<file path="config.mk">
export PLATFORM = sky130hd
export DESIGN_NAME = drum_strike_detector
export DESIGN_NICKNAME = d
export VERILOG_FILES = /design/src/rtl/drum_pkg.sv /design/src/rtl/gyro_axis_cond.sv /design/src/rtl/drum_strike_detector.sv
export SDC_FILE = /design/constraint.sdc
export NUM_CORES = 1
export LEC_CHECK = 0
export ABC_AREA = 1
export BUFFER_PORTS_ARGS = -buffer_cell sky130_fd_sc_hd__buf_2
export CAP_MARGIN = 20
export CORE_MARGIN = 2
export CORE_UTILIZATION = 40
export DETAILED_ROUTE_END_ITERATION = 10
export SYNTH_ARGS = -nofsm -noshare
export SYNTH_HDL_FRONTEND = slang
export SYNTH_SLANG_ARGS = --single-unit
</file>
<file path="constraint.sdc">
create_clock -name clk -period 4.8 [get_ports clk]
set_input_delay 0.96 -clock clk [delete_from_list [all_inputs] [get_ports clk]]
set_output_delay 0.96 -clock clk [all_outputs]
set_load 0.05 [all_outputs]
</file>
<file path="src/rtl/drum_pkg.sv">
// Shared types and constants for the drum strike detector: FSM state encoding,
// Q9 rate constants and the velocity saturation helper.
package drum_pkg;

  typedef enum logic [1:0] {
    ST_IDLE    = 2'd0,
    ST_SWING   = 2'd1,
    ST_REFRACT = 2'd2
  } drum_state_e;

  localparam int GYRO_W        = 16;
  localparam int RATE_W        = 17;
  localparam int VEL_W         = 7;
  localparam int Q9_ONE        = 512;
  localparam int THRESH_ON_Q9  = 5 * Q9_ONE;
  localparam int THRESH_OFF_Q9 = 2 * Q9_ONE;

  localparam logic [VEL_W-1:0] VEL_MAX = 7'd127;

  // Velocity is the scaled peak clamped to 1..127 so a hit never reports zero.
  function automatic logic [VEL_W-1:0] vel_sat(input logic [RATE_W-1:0] peak,
                                               input int shift);
    logic [RATE_W-1:0] scaled;
    scaled = peak >> shift;
    if (scaled == '0) begin
      return VEL_W'(1);
    end else if (scaled > RATE_W'(VEL_MAX)) begin
      return VEL_MAX;
    end else begin
      return scaled[VEL_W-1:0];
    end
  endfunction

endpackage

</file>
<file path="src/rtl/gyro_axis_cond.sv">
// Selects one gyro axis and optionally negates it into a 17-bit signed rate,
// so that -32768 maps to +32767 instead of wrapping.
module gyro_axis_cond
  import drum_pkg::*;
#(
  parameter int AXIS   = 1,
  parameter bit INVERT = 1'b1
) (
  input  logic signed [GYRO_W-1:0] gyro_x_i,
  input  logic signed [GYRO_W-1:0] gyro_y_i,
  input  logic signed [GYRO_W-1:0] gyro_z_i,
  output logic signed [RATE_W-1:0] rate_o
);

  logic signed [GYRO_W-1:0] sel;

  always_comb begin
    sel = gyro_y_i;
    case (AXIS)
      0:       sel = gyro_x_i;
      2:       sel = gyro_z_i;
      default: sel = gyro_y_i;
    endcase

    rate_o = {sel[GYRO_W-1], sel};
    if (INVERT) begin
      if (sel == 16'sh8000) begin
        rate_o = 17'sd32767;
      end else begin
        rate_o = -{sel[GYRO_W-1], sel};
      end
    end
  end

endmodule

</file>
<file path="src/rtl/drum_strike_detector.sv">
// Detects drum strikes from gyro rate on one axis and reports a 1-cycle hit
// with a saturated velocity; includes refractory blanking and a stale-sensor watchdog.
//   state   | meaning
//   IDLE    | waiting for rate >= THRESH_ON
//   SWING   | tracking peak until rate < THRESH_OFF
//   REFRACT | post-hit blanking, samples ignored
module drum_strike_detector
  import drum_pkg::*;
#(
  parameter int AXIS              = 1,
  parameter bit INVERT            = 1'b1,
  parameter int THRESH_ON         = THRESH_ON_Q9,
  parameter int THRESH_OFF        = THRESH_OFF_Q9,
  parameter int VEL_SHIFT         = 7,
  parameter int REFRACT_CYCLES    = 150000,
  parameter int MAX_SWING_SAMPLES = 200,
  parameter int STALE_CYCLES      = 300000
) (
  input  logic                     clk,
  input  logic                     fpga_rst_n,
  input  logic                     enable,
  input  logic                     gyro_valid,
  input  logic signed [GYRO_W-1:0] gyro_x,
  input  logic signed [GYRO_W-1:0] gyro_y,
  input  logic signed [GYRO_W-1:0] gyro_z,
  output logic                     hit_valid,
  output logic [VEL_W-1:0]         hit_velocity,
  output logic [7:0]               hit_count,
  output logic                     swing_active,
  output logic                     sensor_stale,
  output logic [1:0]               state_dbg
);

  localparam int REF_W   = (REFRACT_CYCLES > 1) ? $clog2(REFRACT_CYCLES) : 1;
  localparam int STALE_W = $clog2(STALE_CYCLES + 1);
  localparam int SWING_W = $clog2(MAX_SWING_SAMPLES + 1);

  localparam logic signed [RATE_W-1:0] ON_S  = RATE_W'(THRESH_ON);
  localparam logic signed [RATE_W-1:0] OFF_S = RATE_W'(THRESH_OFF);

  logic signed [RATE_W-1:0] rate;
  drum_state_e              state_q;
  logic signed [RATE_W-1:0] peak_q;
  logic [SWING_W-1:0]       swing_cnt_q;
  logic [REF_W-1:0]         ref_cnt_q;
  logic [STALE_W-1:0]       stale_cnt_q, stale_cnt_d;
  logic                     stale_hit;
  logic                     hit_valid_q;
  logic [VEL_W-1:0]         hit_vel_q;
  logic [7:0]               hit_count_q;

  gyro_axis_cond #(
    .AXIS   (AXIS),
    .INVERT (INVERT)
  ) u_cond (
    .gyro_x_i (gyro_x),
    .gyro_y_i (gyro_y),
    .gyro_z_i (gyro_z),
    .rate_o   (rate)
  );

  assign stale_hit = (stale_cnt_q == STALE_W'(STALE_CYCLES));

  always_comb begin
    stale_cnt_d = stale_cnt_q;
    if (gyro_valid) begin
      stale_cnt_d = '0;
    end else if (!stale_hit) begin
      stale_cnt_d = stale_cnt_q + STALE_W'(1);
    end
  end

  always_ff @(posedge clk or negedge fpga_rst_n) begin
    if (!fpga_rst_n) begin
      state_q     <= ST_IDLE;
      peak_q      <= '0;
      swing_cnt_q <= '0;
      ref_cnt_q   <= '0;
      stale_cnt_q <= '0;
      hit_valid_q <= 1'b0;
      hit_vel_q   <= '0;
      hit_count_q <= '0;
    end else begin
      hit_valid_q <= 1'b0;
      stale_cnt_q <= stale_cnt_d;
      if (!enable) begin
        state_q     <= ST_IDLE;
        peak_q      <= '0;
        swing_cnt_q <= '0;
        ref_cnt_q   <= '0;
      end else begin
        case (state_q)
          ST_IDLE: begin
            if (gyro_valid && (rate >= ON_S)) begin
              state_q     <= ST_SWING;
              peak_q      <= rate;
              swing_cnt_q <= SWING_W'(1);
            end
          end
          ST_SWING: begin
            if (gyro_valid) begin
              if (rate < OFF_S) begin
                hit_valid_q <= 1'b1;
                hit_vel_q   <= vel_sat(peak_q, VEL_SHIFT);
                hit_count_q <= hit_count_q + 8'd1;
                state_q     <= ST_REFRACT;
                ref_cnt_q   <= '0;
                swing_cnt_q <= '0;
              end else if (swing_cnt_q == SWING_W'(MAX_SWING_SAMPLES)) begin
                state_q     <= ST_IDLE;
                swing_cnt_q <= '0;
              end else begin
                if (rate > peak_q) peak_q <= rate;
                swing_cnt_q <= swing_cnt_q + SWING_W'(1);
              end
            end else if (stale_hit) begin
              // A swing that loses its sensor mid-stroke is discarded.
              state_q     <= ST_IDLE;
              swing_cnt_q <= '0;
            end
          end
          ST_REFRACT: begin
            if (ref_cnt_q == REF_W'(REFRACT_CYCLES - 1)) begin
              state_q <= ST_IDLE;
            end else begin
              ref_cnt_q <= ref_cnt_q + REF_W'(1);
            end
          end
          default: state_q <= ST_IDLE;
        endcase
      end
    end
  end

  assign hit_valid    = hit_valid_q;
  assign hit_velocity = hit_vel_q;
  assign hit_count    = hit_count_q;
  assign swing_active = (state_q == ST_SWING);
  assign sensor_stale = stale_hit;
  assign state_dbg    = state_q;

endmodule

</file>
After elaboration in Yosys (flattened, before gate mapping)
Index checks and enable logic that the tools add are counted.

Input port bits: 52. Output and inout bits: 20. Flip-flop bits (word level): 80. Logic and storage cells: 80.

Reduce and logical (&&, ||, !) cells: 8. Magnitude comparators: 4. Equality and inequality tests: 19. Mux-type cells: 36. Add/subtract/negate cells: 5.

Operators with widths (count): 2-to-1 mux 17 bit (7); 2-to-1 mux 18 bit (4); 2-to-1 mux 8 bit (6); 2-to-1 mux 19 bit (2); one-hot mux 18 bit (2 select lines) (1); one-hot mux 17 bit (2 select lines) (1); adder 19 x 1 -> 19 bit, second input constant (1); == test 19 bit, second input constant (1); adder 18 x 1 -> 18 bit, second input constant (1); == test 18 bit, second input constant (1); != test 3 bit, second input constant (6); >= comparator 17 x 13 -> 1 bit, second input constant (1); greater-than comparator 17 bit (1); zero test 17 bit (1); < comparator 17 x 12 -> 1 bit, second input constant (1); negation 17 bit (1); adder 8 x 1 -> 8 bit, second input constant (2); == test 16 bit, second input constant (1); one-hot mux 8 bit (2 select lines) (1); 2-to-1 mux 2 bit (7); 2-to-1 mux 7 bit (2); AND reduction 4 bit (3); greater-than comparator 10 x 7 -> 1 bit, second input constant (1); == test 8 bit, second input constant (1); other kinds (13) (18).

Depth between registers and ports, before layout
Word-level depth: 9. Mapped depth: 23. Depth with buffers taken out: 21.

Hierarchy
From an unflattened synthesis, not the netlist that was laid out.

Cells, all modules: 761. Area, all modules: 5437.7 µm².

By module, submodules not included: drum_strike_detector (instances 1, area an instance 4947.2 µm², cells an instance 663, sequential area each 2001.9 µm²); gyro_axis_cond (instances 1, area an instance 490.5 µm², cells an instance 98, sequential area each 0.0 µm²).

Worst setup path before layout
No wires, ideal clock.

Path type: input port to flip-flop. Start: input port gyro_y[0]. End: register peak_q[13]. Arrival: 3.444 ns. Stages on the path: 20. Data required time: 4.683 ns. Setup slack: 1.239 ns. Buffers on the path: 2. Library setup time: 0.117 ns. Cell sequence: inv_1 > ha_1 > nand3_2 > nor2_2 > nand2_2 > clkbuf_1 > nand3_1 > ha_1 > nand2_1 > inv_1 > nand3_1 > nor2_1 > nand3_1 > nand4_1 > nand3_1 > nand2_1 > nand4_4 > buf_4 > nand2_1 > nand2_1.

Cells in the longest elaborated chain, start to end: 8. Elaborated cells between the ends (all ways): 18. Those cells by class: 1 x add/sub; 3 x order compare; 4 x eq/ne; 8 x mux; 2 x reduce/logical.

Ends and longest elaborated chain: start: declaration (line drum_strike_detector.sv:24) `input logic signed [GYRO_W-1:0] gyro_y,`; negation 17 bit or == test 16 bit (tied branches) (line gyro_axis_cond.sv:30, gyro_axis_cond.sv:27); 2-to-1 mux 17 bit * (line gyro_axis_cond.sv:27) `if (sel == 16'sh8000) begin`; branches (longest 6 deep; another with >= comparator 17 x 13 -> 1 bit); end signal: assignment (line drum_strike_detector.sv:96) `peak_q <= rate;`; end signal: assignment (line drum_strike_detector.sv:113) `if (rate > peak_q) peak_q <= rate;`; end: declaration (line drum_strike_detector.sv:43) `logic signed [RATE_W-1:0] peak_q;`.

Mark *: on every way between the ends. The select of a mux whose other input is x is not followed. A chain may end at the register's enable or synchronous reset.

Worst setup path in the final report
Start: input port gyro_y[0]. End: register peak_q[16].

Same word-level chain as after synthesis.

==> results.ini <==
[cts]
cts_tree=built
cts.hold.buffers_added=0
clock_latency_ns=0.34
cts_resized=0
clk_pin_slew_worst_paths_ns=0.06
cts_setup_buffers=0
clock-sinks=80
cts_buffers=9
clockRootBuffer=clkbuf_16
htree_num_levels=3
cts_buffer_depth=2

[layout]
multi_input_area_sq_um=2900
num_antenna_cells=0
nFillCells=1333
fin_util_pct=46.0
layout-drive-gt1-share_pct=13.5
stdcell_area_sq_um=6120
register_area_sq_um=2000
num-nets-final=866
synthToLayoutAreaGrowth_pct=12.2
final_cell_count_no_fill=971

[synthesis]
yosysSeqAreaShare_pct=36.7
ys_seq_elements=80
syn_area_per_cell_sq_um=7.24
synth_area_sq_um=5460
netlist_instances=753
yosys_warnings=0
yosysUniqueCellTypes=38
synth_fp_nets=829

[worst_setup_path]
cp_max_fo=17
path_cells=buf_2 > inv_1 > ha_1 > nand3_2 > nor2_4 > nand2_1 > inv_1 > nand4_1 > nand2_1 > inv_1 > ha_1 > a21oi_1 > o21ai_0 > nor2_1 > nand3_1 > nand2_1 > nand3_1 > nand2_1 > nand4_4 > and2_1
critical_path_required_ns=5.03
startpoint_type=input port
cpPeakStageDelay_ns=0.33
crit_path_end_kind=register
r2r_slack_ns=2.65
path_common_cell=nand2_1
critPathSlowestCell=ha_1
worst-setup-path-type=input port to register
r2r-end=peak_q[16]
reg2regPathDepth=11
critPathLaunch=gyro_y[0]
regToRegStartpoint=peak_q[8]
endpoint=peak_q[16]
critPathArrivalTime_ns=3.88

[power_and_ir_drop]
p_per_area_nw_per_um2=381
switching_share_pct=39.2
power.switching_uw=914
clkPwrFrac_pct=30.4
combinationalPowerShare_pct=33.3
p_int_mw=1.42
vdd_drop_max_uv=168
leakage_nw=2.97
p_seq_share_pct=36.4

[die]
fp-row-count=42
start_util_pct=41.0
coreArea_sq_um=13300
die_area_sq_um=14600
dieWidth_microns=121
die_h_microns=121
ioPinCount=72

[placement]
dpl.hpwl_microns=9110
dp.cells=954
port_buffers=39
gp_congestion=0.910
dpl-instance-area_sq_um=5790

[route]
drt_iter0_drc=294
dr.pass1.iters=5
final_antenna_net_count=0
wl_per_cell_microns=12.5
wirelength_microns=12100
dr_total_vias=4816
route.detailed.drc=0
viasPerCell=4.96

[sta]
slew_viol_final=0
rsz0062_at_grt=no
tightest_slew_ns=0.581
setup_viol=0
hold_viol=0
setup_tns_ns=0
clock.fmax_mhz=274
min_period_over_period_pct=76.1
holdWs_ns=0.468
slew_headroom_pct=61.1
finalCriticalPeriod_ns=3.65
clock_skew_ns=0.00882

[global_routing]
grt_antenna_before_repair=0
grt_usage_pct=17.9
grt_pass1_wl_microns=21200
grt_pass1_vias=4630
grt_max_degree=81
overflow=0

[status]
status=completed

[run]
cap_violations=0

[min_path]
holdCritPathClass=register to register

## flip-flops by register name, summed over array words and instances (netlist names)
register      count
swing_cnt_q       8
ref_cnt_q        18
hit_valid         1
hit_count         8
state_dbg         2
stale_cnt_q      19
peak_q           17
hit_velocity      7
## critical path: cells and delay by family
kind                     cells  cell delay, ns
buffers and inverters        4            0.33
AO/OA/AOI/OAI                2            0.24
adder cells (fa/ha/maj)      2            0.53
AND/OR/NAND/NOR             12            1.83
## area by class of cell
| cell class | count | share of cell area [%] |
|---|---|---|
| Sequential cell | 80 | 32.7 |
| Clock inverter | 4 | 0.838 |
| Timing Repair Buffer | 41 | 3.80 |
| Inverter | 121 | 7.50 |
| Multi-Input combinational cell | 537 | 47.4 |
| Clock buffer | 12 | 4.19 |
| Tap cell | 176 | 3.60 |
## metrics by stage
stage | setup slack, ns | power (mW)
after floorplan | 1.24 | 1.46
after global placement | 0.905 | 1.63
after detailed placement | 0.818 | 1.64
after CTS | 1.17 | 2.36
after global routing | 0.739 | 2.50
final | 1.15 | 2.33
## synthesized netlist by cell type (all sizes together)
cell / number / share of area (%)
buf: 9 / 1.3
xnor2: 6 / 0.96
a21o: 1 / 0.14
nand3b: 2 / 0.28
nand4: 35 / 4.3
o21ai: 48 / 5.2
a21oi: 29 / 2.9
and3: 1 / 0.11
clkinv: 1 / 0.16
inv: 120 / 8.3
xor2: 20 / 3.2
nand3: 43 / 4.6
nor3: 30 / 2.8
nand2: 203 / 15
ha: 24 / 5.5
and2: 2 / 0.23
o211ai: 1 / 0.14
clkbuf: 6 / 0.41
dfrtp: 80 / 37
nor4: 8 / 0.92
a211oi: 3 / 0.41
o31ai: 1 / 0.14
nor2: 80 / 6.7
## cells in the final DEF (no fill, tap or decap), drive strengths merged
| cell type | Yosys | layout |
|---|---|---|
| o211ai | 1 | 1 |
| a211oi | 3 | 3 |
| and2 | 2 | 2 |
| o31ai | 1 | 1 |
| inv | 120 | 121 |
| bufinv | 0 | 1 |
| clkinv | 1 | 2 |
| nor2 | 80 | 80 |
| nand4 | 35 | 35 |
| ha | 24 | 24 |
| buf | 9 | 41 |
| xor2 | 20 | 20 |
| xnor2 | 6 | 6 |
| clkbuf | 6 | 12 |
| dfrtp | 80 | 80 |
| a21o | 1 | 1 |
| o21ai | 48 | 48 |
| a21oi | 29 | 29 |
| nor4 | 8 | 8 |
| clkinvlp | 0 | 1 |
| and3 | 1 | 1 |
| nor3 | 30 | 30 |
| nand2 | 203 | 203 |
| nand3 | 43 | 43 |
| nand3b | 2 | 2 |
## power by group through the flow
stage                     registers (mW)  clock network, mW  logic (mW)
after floorplan                     1.04                  0       0.420
after global placement             0.856                  0       0.769
after detailed placement           0.861                  0       0.781
after CTS                          0.850              0.729       0.783
after global routing               0.865              0.760       0.874
final                              0.849              0.708       0.776
## worst min path at each step
stage / endpoint / startpoint / depth (start not counted) / slack (ns)
final: peak_q[3] / peak_q[3] / 2 / 0.47
after global routing: peak_q[15] / peak_q[15] / 2 / 0.50
after CTS: peak_q[15] / peak_q[15] / 2 / 0.47
after detailed placement: peak_q[15] / peak_q[15] / 2 / 0.46
after global placement: peak_q[1] / peak_q[1] / 2 / 0.46
after floorplan: peak_q[14] / peak_q[14] / 2 / 0.44
## kinds of logic after synthesis
kind of cell	Yosys count	synth area share [%]
XOR/XNOR	26	4.17
adder cells (fa/ha/maj)	24	5.50
AND/OR/NAND/NOR	404	34.6
flip-flops	80	36.7
AO/OA/AOI/OAI	83	8.85
buffers and inverters	136	10.2
## per-layer routing
metal	global-route usage [%]	up-vias	part of all wire, %	wire length (microns)
met5	0	-	0	0
met4	4.87	0	1.4	171
met3	3.58	16	3.2	385
met2	29.3	78	46	5640
met1	24.3	2217	49	5940
li1	-	2505	-	-
(Power assumes the default switching activity.)
